===== src/rtl/uart_rx_if.sv =====
// SOC-facing signal bundle of the UART receiver: the serial line in, plus the
// hold-until-read byte handshake and status pulses out.
`timescale 1ns/1ps

interface uart_rx_if;
    logic       RXD;
    logic       RD;
    logic [7:0] DATA;
    logic       VALID;
    logic       FRAME_ERR;
    logic       OVERRUN;
    logic       BUSY;

    modport slave  (input RXD, RD, output DATA, VALID, FRAME_ERR, OVERRUN, BUSY);
    modport master (output RXD, RD, input DATA, VALID, FRAME_ERR, OVERRUN, BUSY);
endinterface


===== src/rtl/uart_rx.sv =====
// 8N1 UART receiver: synchronises RXD, samples each bit mid-cell and holds the
// received byte until the SOC reads it, flagging framing errors and overruns.
`timescale 1ns/1ps

module uart_rx #(
    parameter int CLK_FREQ     = 10_000_000,
    parameter int BAUD         = 115_200,
    parameter int CLKS_PER_BIT = CLK_FREQ / BAUD
) (
    input  logic     CLK,
    input  logic     RESET,
    uart_rx_if.slave bus
);
    localparam int               DIV_W    = $clog2(CLKS_PER_BIT);
    localparam logic [DIV_W-1:0] DIV_HALF = DIV_W'(CLKS_PER_BIT / 2 - 1);
    localparam logic [DIV_W-1:0] DIV_LAST = DIV_W'(CLKS_PER_BIT - 1);

    typedef enum logic [2:0] {
        S_IDLE,
        S_START,
        S_DATA,
        S_STOP,
        S_BREAK
    } state_t;

    state_t           state, state_n;
    logic [DIV_W-1:0] div, div_n;
    logic [2:0]       idx, idx_n;
    logic [7:0]       shift, shift_n;
    logic [7:0]       data, data_n;
    logic             valid, valid_n;
    logic             frame_err, frame_err_n;
    logic             overrun, overrun_n;
    logic             rx_m, rx_s;

    // Synchroniser presets to the idle level so reset release never looks like a start bit.
    always_ff @(posedge CLK or negedge RESET) begin
        if (!RESET) begin
            rx_m <= 1'b1;
            rx_s <= 1'b1;
        end else begin
            rx_m <= bus.RXD;
            rx_s <= rx_m;
        end
    end

    // NOTE: sequential state uses non-blocking assignments so every flop samples pre-edge values.
    always_ff @(posedge CLK or negedge RESET) begin
        if (!RESET) begin
            state     <= S_IDLE;
            div       <= '0;
            idx       <= '0;
            shift     <= '0;
            data      <= '0;
            valid     <= 1'b0;
            frame_err <= 1'b0;
            overrun   <= 1'b0;
        end else begin
            state     <= state_n;
            div       <= div_n;
            idx       <= idx_n;
            shift     <= shift_n;
            data      <= data_n;
            valid     <= valid_n;
            frame_err <= frame_err_n;
            overrun   <= overrun_n;
        end
    end

    always_comb begin
        // NOTE: every next value is defaulted first so no path leaves it unassigned (no latch).
        state_n     = state;
        div_n       = div + DIV_W'(1);
        idx_n       = idx;
        shift_n     = shift;
        data_n      = data;
        valid_n     = valid;
        frame_err_n = 1'b0;
        overrun_n   = 1'b0;

        if (bus.RD && valid)
            valid_n = 1'b0;

        case (state)
            S_IDLE: begin
                div_n = '0;
                if (!rx_s)
                    state_n = S_START;
            end
            S_START: begin
                if (div == DIV_HALF) begin
                    div_n   = '0;
                    idx_n   = '0;
                    state_n = rx_s ? S_IDLE : S_DATA;
                end
            end
            S_DATA: begin
                if (div == DIV_LAST) begin
                    div_n        = '0;
                    shift_n[idx] = rx_s;
                    idx_n        = idx + 3'd1;
                    if (idx == 3'd7)
                        state_n = S_STOP;
                end
            end
            S_STOP: begin
                if (div == DIV_LAST) begin
                    div_n = '0;
                    if (rx_s) begin
                        // A delivery coinciding with a read keeps the new byte and is not an overrun.
                        data_n    = shift;
                        valid_n   = 1'b1;
                        overrun_n = valid && !bus.RD;
                        state_n   = S_IDLE;
                    end else begin
                        frame_err_n = 1'b1;
                        state_n     = S_BREAK;
                    end
                end
            end
            S_BREAK: begin
                div_n = '0;
                if (rx_s)
                    state_n = S_IDLE;
            end
            default: begin
                div_n   = '0;
                state_n = S_IDLE;
            end
        endcase
    end

    assign bus.DATA      = data;
    assign bus.VALID     = valid;
    assign bus.FRAME_ERR = frame_err;
    assign bus.OVERRUN   = overrun;
    assign bus.BUSY      = (state != S_IDLE);
endmodule


===== src/flat_wrapper.sv =====
// flat-port wrapper written by rule: the top's interface ports become plain ports
module uart_rx_flat 
#(
    parameter int CLK_FREQ     = 10_000_000,
    parameter int BAUD         = 115_200,
    parameter int CLKS_PER_BIT = CLK_FREQ / BAUD
)
  (CLK, RESET, bus_RXD, bus_RD, bus_DATA, bus_VALID, bus_FRAME_ERR, bus_OVERRUN, bus_BUSY);
  uart_rx_if bus_i ();
  input  logic CLK;
  input  logic RESET;
  input wire logic [$bits(bus_i.RXD)-1:0] bus_RXD;
  input wire logic [$bits(bus_i.RD)-1:0] bus_RD;
  output wire logic [$bits(bus_i.DATA)-1:0] bus_DATA;
  output wire logic [$bits(bus_i.VALID)-1:0] bus_VALID;
  output wire logic [$bits(bus_i.FRAME_ERR)-1:0] bus_FRAME_ERR;
  output wire logic [$bits(bus_i.OVERRUN)-1:0] bus_OVERRUN;
  output wire logic [$bits(bus_i.BUSY)-1:0] bus_BUSY;
  assign bus_i.RXD = bus_RXD;
  assign bus_i.RD = bus_RD;
  assign bus_DATA = bus_i.DATA;
  assign bus_VALID = bus_i.VALID;
  assign bus_FRAME_ERR = bus_i.FRAME_ERR;
  assign bus_OVERRUN = bus_i.OVERRUN;
  assign bus_BUSY = bus_i.BUSY;
  uart_rx #(.CLK_FREQ(CLK_FREQ), .BAUD(BAUD), .CLKS_PER_BIT(CLKS_PER_BIT)) u_core (.CLK(CLK), .RESET(RESET), .bus(bus_i));
endmodule

===== config.mk =====
export PLATFORM = sky130hd
export DESIGN_NAME = uart_rx_flat
export DESIGN_NICKNAME = d
export VERILOG_FILES = /design/src/rtl/uart_rx_if.sv /design/src/rtl/uart_rx.sv /design/src/flat_wrapper.sv
export SDC_FILE = /design/constraint.sdc
export NUM_CORES = 1
export LEC_CHECK = 0
export ABC_CLOCK_PERIOD_IN_PS = 3350
export CAP_MARGIN = 20
export CORE_ASPECT_RATIO = 1.2
export CORE_MARGIN = 4
export CORE_UTILIZATION = 40
export DETAILED_ROUTE_END_ITERATION = 10
export GPL_ROUTABILITY_DRIVEN = 0
export SYNTH_ARGS = -nofsm -noshare
export SYNTH_HDL_FRONTEND = slang
export SYNTH_SLANG_ARGS = --single-unit

===== constraint.sdc =====
create_clock -name CLK -period 3.35 [get_ports CLK]
set_clock_uncertainty 0.1 [all_clocks]
set_input_delay 0.67 -clock CLK [delete_from_list [all_inputs] [get_ports CLK]]
set_output_delay 0.67 -clock CLK [all_outputs]
set_load 0.02 [all_outputs]

==> summary.txt, run 1 <==
Yosys
  • Post-Syn Nets: 144
  • Count leader, synth: dfrtp_1
  • Yosys warnings: 0
  • Post-synth ARST share: 100%
  • Yosys reg bits: 34
  • Netlist cell types: 37
  • Area share of the leading cell type in the synthesized netlist: 49.1%
  • Post-synthesis compound-gate area fraction: 4.14%
  • Number of flops mapped to enable cells by yosys: 0
  • Largest cells by area after synthesis: dfrtp_1, mux2_4, ha_1, nor3_1, mux2_2
  • Synth area leader: dfrtp_1
  • Cell count after synthesis: 135
  • Register area share after synthesis: 52.3%
  • Ys flop type: dfrtp_1
  • Simple-Gate Fraction of Synth Area: 18.8%
  • Mapped Area: 1630 µm²
  • Post-synthesis mux area share: 14.4%
  • Syn avg cell area: 12.1 µm²
  • Synth Area in XOR/XNOR: 2.69%
  • Largest family of logic cells by synthesized area: simple AND/OR/NAND/NOR gates
  • Adder-cell area share of the yosys netlist: 3.84%
  • Top cells by count, synth: dfrtp_1, nor3_1, mux2_4, nand2_1, nor2_1

Worst setup path
  • Worst path arrival time: 1.84 ns
  • CP max stage cell: dfrtp_1
  • Worst path max stage delay: 0.57 ns
  • Critical Path Fanout Max: 17
  • Worst Setup Path Type: register to output port
  • WP buf/inv: 1
  • CP Capture Type: output port
  • Top delay family on crit path: flip-flops
  • Critical Path RT: 2.58 ns
  • Critical path cell sequence: or3_1 -> clkdlybuf4s50_1
  • Critical Path Start Type: register

Place
  • Pre-CTS WS: 1.05 ns
  • DP HPWL: 2.07 mm
  • Buffers on Ports: 15
  • Placed cell areas: 1810 µm²

Timing
  • Final Hold Vio Count: 0
  • Slew Limit Headroom: 60.2%
  • Setup ws final: 0.742 ns
  • Least-Margin Pin Slew: 0.596 ns
  • Setup TNS: 0 ns
  • Fmax: 383 MHz
  • Final Slew Violations: 0
  • Worst hold slack: 0.259 ns
  • RSZ-0062 raised after global routing: no
  • Minimum clock period: 2.61 ns
  • Final setup viols: 0
  • Period utilization: 77.9%

Floorplan
  • Io pins: 16
  • Die width: 66.3 µm
  • Die area: 5170 µm²
  • Initial cell density of the core: 41.4%
  • Core area: 3940 µm²
  • Num rows: 25
  • Die height: 77.9 µm

Global route
  • First-pass GRT wire length: 5.01 mm
  • Vias in the first global route: 1061
  • GR Util All Layers: 12.4%
  • Pin count of the biggest net entering global routing: 35
  • Initial antenna violation count: 0
  • Total congestion overflow: 0

Detailed routing
  • Final WL: 2.80 mm
  • DRC Markers: 0
  • Final antenna-violating net count: 0
  • Wirelength per Cell: 13.6 µm
  • Vias: 1038
  • 1st-pass router iterations: 4
  • DRT iter0 DRCs: 34
  • Vias per cell: 5.04

Run status
  • Status: completed

Clocking
  • TritonCTS Buffers: 5
  • CTS tree: built
  • Clock-pin slew on the worst setup and hold paths: 0.07 ns
  • CTS Buffer Depth: 2
  • Setup bufs post-CTS: 0
  • H-tree depth: 2
  • CTS resizes: 0
  • Worst-skew pair later-pin latency: 0.28 ns
  • Post-cts hold buffer count: 0
  • CTS root buf: clkbuf_8
  • Sinks on Clock Net: 34

Power
  • NetSw: 186 µW
  • Comb pwr share: 5.3%
  • Switching part of the total power: 22.1%
  • Cell Int Power: 657 µW
  • Share of power burned in registers: 51.5%
  • Lkg Pwr: 0.884 nW
  • P per Cell Area: 439 nW/µm²
  • Max IR drop VDD: 0.000179 V
  • Clk pwr share: 43.2%

Run
  • Max_cap viols: 0

Layout
  • Layout cells sized above 1: 19.1%
  • # nets final: 160
  • Layout area overhead: 17.7%
  • Diode count: 0
  • Finished Cell Area: 1920 µm²
  • Fill cell count: 366

Worst hold path
  • Worst Hold Class: register to register
-- layout make-up --
type	instances	area, µm²	area share (%)
sequential	34	853	44.5
multi-input combinational	90	716	37.3
clock inverter	3	40.0	2.09
clock buffer	5	68.8	3.59
inverter	4	15.0	0.783
timing repair buffer	16	158	8.22
tap	54	67.6	3.52
-- cells by family (layout without fill, tap and decap cells) --
family                     Yosys count  in the layout
and+or+nand+nor                     54             54
DFF                                 34             34
muxes                               18             18
buffers and inverters               11             28
AOI/OAI and AO/OA                    8              8
adders and majority gates            5              5
xor gates and xnor gates             5              5
-- metrics by stage --
step	power, mW	instances	util (%)
3_5_place_dp	0.488	198	45.9
2_1_floorplan	0.467	135	-
4_1_cts	0.856	206	48.7
3_3_place_gp	0.484	198	45.9
6_report	0.843	206	48.7
5_1_grt	0.880	206	48.7
-- path summary, 6_finish.rpt --
kind	startpoint	end	slack, ns	cells after the start
max	u_core.state[2]	bus_BUSY	0.74	2
min	u_core.rx_m	u_core.rx_s	0.26	0
max reg2reg	u_core.div[1]	u_core.bus.DATA[4]	1.28	6
min reg2reg	u_core.rx_m	u_core.rx_s	0.26	0
max in group asynchronous	RESET	u_core.rx_s	2.12	2
min in group asynchronous	RESET	u_core.bus.DATA[2]	0.69	2
-- metal layers --
layer / GRT usage, % / vias up / wire length, µm
li1: - / 508 / -
met1: 15.2 / 512 / 1240
met2: 20.7 / 16 / 1450
met3: 3.47 / 2 / 98
met4: 4.27 / 0 / 15
met5: 0 / - / 0
-- sequential cells by signal (all words and copies together), names as in the netlist, 3 cells and up --
signal / count
u_core.bus.DATA: 8
u_core.shift: 8
u_core.div: 7
u_core.idx: 3
u_core.state: 3
-- power by group through the flow --
stage          registers [mW]  logic, mW  clock network [mW]
6_report                0.434     0.0445               0.364
4_1_cts                 0.434     0.0460               0.376
5_1_grt                 0.436     0.0513               0.393
3_5_place_dp            0.442     0.0459                   0
2_1_floorplan           0.435     0.0319                   0
3_3_place_gp            0.441     0.0436                   0
-- layout by cell type (no fill, tap or decap), types with 2 or more instances in the layout --
| master | count |
|---|---|
| mux2_2 | 5 |
| nor2b_1 | 2 |
| nand3_1 | 7 |
| xor2_1 | 2 |
| and3_1 | 3 |
| nand4_1 | 2 |
| nor2_1 | 8 |
| clkdlybuf4s50_1 | 15 |
| xnor2_1 | 3 |
| dfstp_2 | 2 |
| dfrtp_1 | 32 |
| mux2_1 | 3 |
| nor3_1 | 12 |
| mux2_4 | 9 |
| nand3_4 | 2 |
| nand2_1 | 8 |
| ha_1 | 5 |
| clkinv_2 | 2 |
| nor4_1 | 3 |
| clkbuf_8 | 5 |
| inv_1 | 4 |
| or3_1 | 2 |
Power figures use the tool's default switching activity.
==> inputs of run 2 (changes only) <==
--- a/config.mk
+++ b/config.mk
@@ -5,7 +5,7 @@
 export SDC_FILE = /design/constraint.sdc
 export NUM_CORES = 1
 export LEC_CHECK = 0
-export ABC_CLOCK_PERIOD_IN_PS = 3350
+export ABC_CLOCK_PERIOD_IN_PS = 2250
 export CAP_MARGIN = 20
 export CORE_ASPECT_RATIO = 1.2
 export CORE_MARGIN = 4
==> constraint.sdc (replaced) <==
create_clock -name CLK -period 2.25 [get_ports CLK]
set_clock_uncertainty 0.1 [all_clocks]
set_input_delay 0.45 -clock CLK [delete_from_list [all_inputs] [get_ports CLK]]
set_output_delay 0.45 -clock CLK [all_outputs]
set_load 0.02 [all_outputs]
==> run 2 against run 1 <==
  * Critical path depth up 4
  * Worst setup slack worse by 0.52 ns
  * Worst hold slack better by 0.0024 ns
  * Largest cell class unchanged
==> summary.txt, run 2 (same netlist as run 1, synthesis figures left out) <==
Run status
  • Status: completed

Timing
  • Period utilization: 90.2%
  • Fmax: 493 MHz
  • RSZ-0062 raised after global routing: no
  • Final Slew Violations: 0 (unchanged)
  • Final setup viols: 0 (unchanged)
  • Minimum clock period: 2.03 ns
  • Final Hold Vio Count: 0 (unchanged)
  • Least-Margin Pin Slew: 0.574 ns (-0.0229 ns)
  • Setup TNS: 0 ns (unchanged)
  • Slew Limit Headroom: 61.8% (+1.5 points)

Global route
  • Met3 Usage GRT: 4.49% (+1.0 points)
  • Met2 usage: 20.0% (-0.70 points)
  • Busiest grt layer: met2
  • Vias in the first global route: 1061 (unchanged)
  • Pin count of the biggest net entering global routing: 35 (unchanged)
  • Initial antenna violation count: 0 (unchanged)
  • Total congestion overflow: 0 (unchanged)
  • First-pass GRT wire length: 4.98 mm (-0.56%)
  • GR Util All Layers: 12.8% (+0.39 points)
  • Grt met1 use: 15.3% (+0.11 points)

Worst setup path
  • Worst path max stage delay: 0.42 ns (-0.15 ns)
  • Critical path cell sequence: inv_1 -> ha_1 -> and4b_1 -> and3_1 -> nand3_4 -> mux2_4
  • CP Capture Type: register
  • WP buf/inv: 1 (unchanged)
  • CP max stage cell: dfrtp_1
  • Critical Path RT: 2.32 ns (-0.26 ns)
  • Worst path arrival time: 2.10 ns (+0.26 ns)
  • Critical Path Fanout Max: 9 (-8)
  • Critical Path Start Type: register
  • Top delay family on crit path: simple AND/OR/NAND/NOR gates
  • Worst Setup Path Type: register to register

Clocking
  • TritonCTS Buffers: 5 (unchanged)
  • H-tree depth: 2 (unchanged)
  • Worst-skew pair later-pin latency: 0.29 ns (about the same)
  • Clock-pin slew on the worst setup and hold paths: 0.07 ns (about the same)
  • Post-cts hold buffer count: 0 (unchanged)
  • Setup bufs post-CTS: 0 (unchanged)
  • CTS Buffer Depth: 2 (unchanged)
  • Sinks on Clock Net: 34 (unchanged)
  • CTS root buf: clkbuf_8
  • CTS tree: built
  • CTS resizes: 1 (+1)

Place
  • Buffers on Ports: 15 (unchanged)
  • DP HPWL: 2.10 mm (+1.8%)

Detailed routing
  • DRC Markers: 0 (unchanged)
  • Final antenna-violating net count: 0 (unchanged)
  • Wirelength per Cell: 13.8 µm (+1.4%)
  • 1st-pass router iterations: 4 (unchanged)
  • Vias: 1049 (+1.1%)
  • Vias per cell: 5.02 (-0.39%)
  • Final WL: 2.88 mm (+2.9%)
  • DRT iter0 DRCs: 45 (+32%)

Power
  • Power, Total: 1.14 mW (+35%)
  • NetSw: 270 µW (+45%)
  • Cell Int Power: 868 µW (+32%)
  • Lkg Pwr: 0.884 nW (about the same)
  • Max IR drop VDD: 0.000301 V (+68%)
  • Comb pwr share: 6.5% (+1.2 points)
  • P per Cell Area: 595 nW/µm² (+35%)
  • Share of power burned in registers: 56.4% (+4.9 points)
  • Switching part of the total power: 23.7% (+1.7 points)
  • Clk pwr share: 37.1% (-6.1 points)

Floorplan
  • Die width: 66.3 µm (unchanged)
  • Io pins: 16 (unchanged)
  • Initial cell density of the core: 41.4% (unchanged)
  • Die area: 5170 µm² (unchanged)
  • Num rows: 25 (unchanged)
  • Die height: 77.9 µm (unchanged)
  • Core area: 3940 µm² (unchanged)

Layout
  • Commonest non-fill, non-tap cell in the layout: dfrtp_1
  • Commonest cells after routing, fill and taps aside: dfrtp_1, clkdlybuf4s50_1, nor3_1
  • Fill cell count: 384 (+4.9%)
  • Diode count: 0 (unchanged)
  • # nets final: 163 (+1.9%)
  • Layout cells sized above 1: 20.0% (+0.92 points)
  • Layout area overhead: 17.3%

Run
  • Max_cap viols: 0 (unchanged)

Worst hold path
  • Worst Hold Class: register to register
run 2: cell types whose count changed in the layout (fill, tap and decap cells not counted), sizes merged:
| cell | previous run | this run |
|---|---|---|
| bufinv | 1 | 0 |
| clkbuf | 5 | 6 |
| dlygate4sd2 | 0 | 1 |
| buf | 1 | 4 |
| clkdlybuf4s50 | 15 | 14 |
run 2: path summary, 6_finish.rpt:
kind / slack, ns / to / cells after the start / from
min in group asynchronous: 0.47 / u_core.bus.OVERRUN / 2 / RESET
max: 0.22 / u_core.bus.DATA[3] / 6 / u_core.div[1]
max reg2reg: 0.22 / u_core.bus.DATA[3] / 6 / u_core.div[1]
max in group asynchronous: 1.24 / u_core.rx_s / 2 / RESET
min reg2reg: 0.26 / u_core.rx_s / 0 / u_core.rx_m
min: 0.26 / u_core.rx_s / 0 / u_core.rx_m
run 2: final cells by class:
type | instances | area [µm²] | share of cell area [%]
sequential | 34 | 853 | 44.6
timing repair buffer | 19 | 179 | 9.35
clock buffer | 6 | 72.6 | 3.79
tap | 54 | 67.6 | 3.53
clock inverter | 2 | 10.0 | 0.523
multi-input combinational | 90 | 716 | 37.4
inverter | 4 | 15.0 | 0.785
run 2: layer usage:
metal	part of all wire, %	wire, µm
met3	4.9	141
met4	2.5	72
met5	0	0
met1	43	1250
met2	49	1420
run 2: worst register-to-register path, stage by stage (launching register included):
cell and delay (ns):
dfrtp_1 0.42, inv_1 0.07, ha_1 0.12, and4b_1 0.31, and3_1 0.33, nand3_4 0.22, mux2_4 0.35
run 2: power groups by stage:
stage	clock network, mW	registers, mW	logic, mW
2_1_floorplan	0	0.647	0.0476
3_3_place_gp	0	0.652	0.0730
3_5_place_dp	0	0.653	0.0768
4_1_cts	0.442	0.642	0.0766
5_1_grt	0.469	0.644	0.0845
6_report	0.422	0.642	0.0738
run 2: stage by stage:
stage / util, % / setup slack (ns) / hold slack, ns / cells / area, µm²
after floorplan: - / 0.350 / 0.0544 / 135 / 1630
after global placement: 46.5 / 0.278 / 0.247 / 201 / 1830
after detailed placement: 46.5 / 0.200 / 0.253 / 201 / 1830
after CTS: 48.5 / 0.188 / 0.262 / 209 / 1910
after global routing: 48.5 / 0.0563 / 0.269 / 209 / 1910
final: 48.5 / 0.220 / 0.262 / 209 / 1910
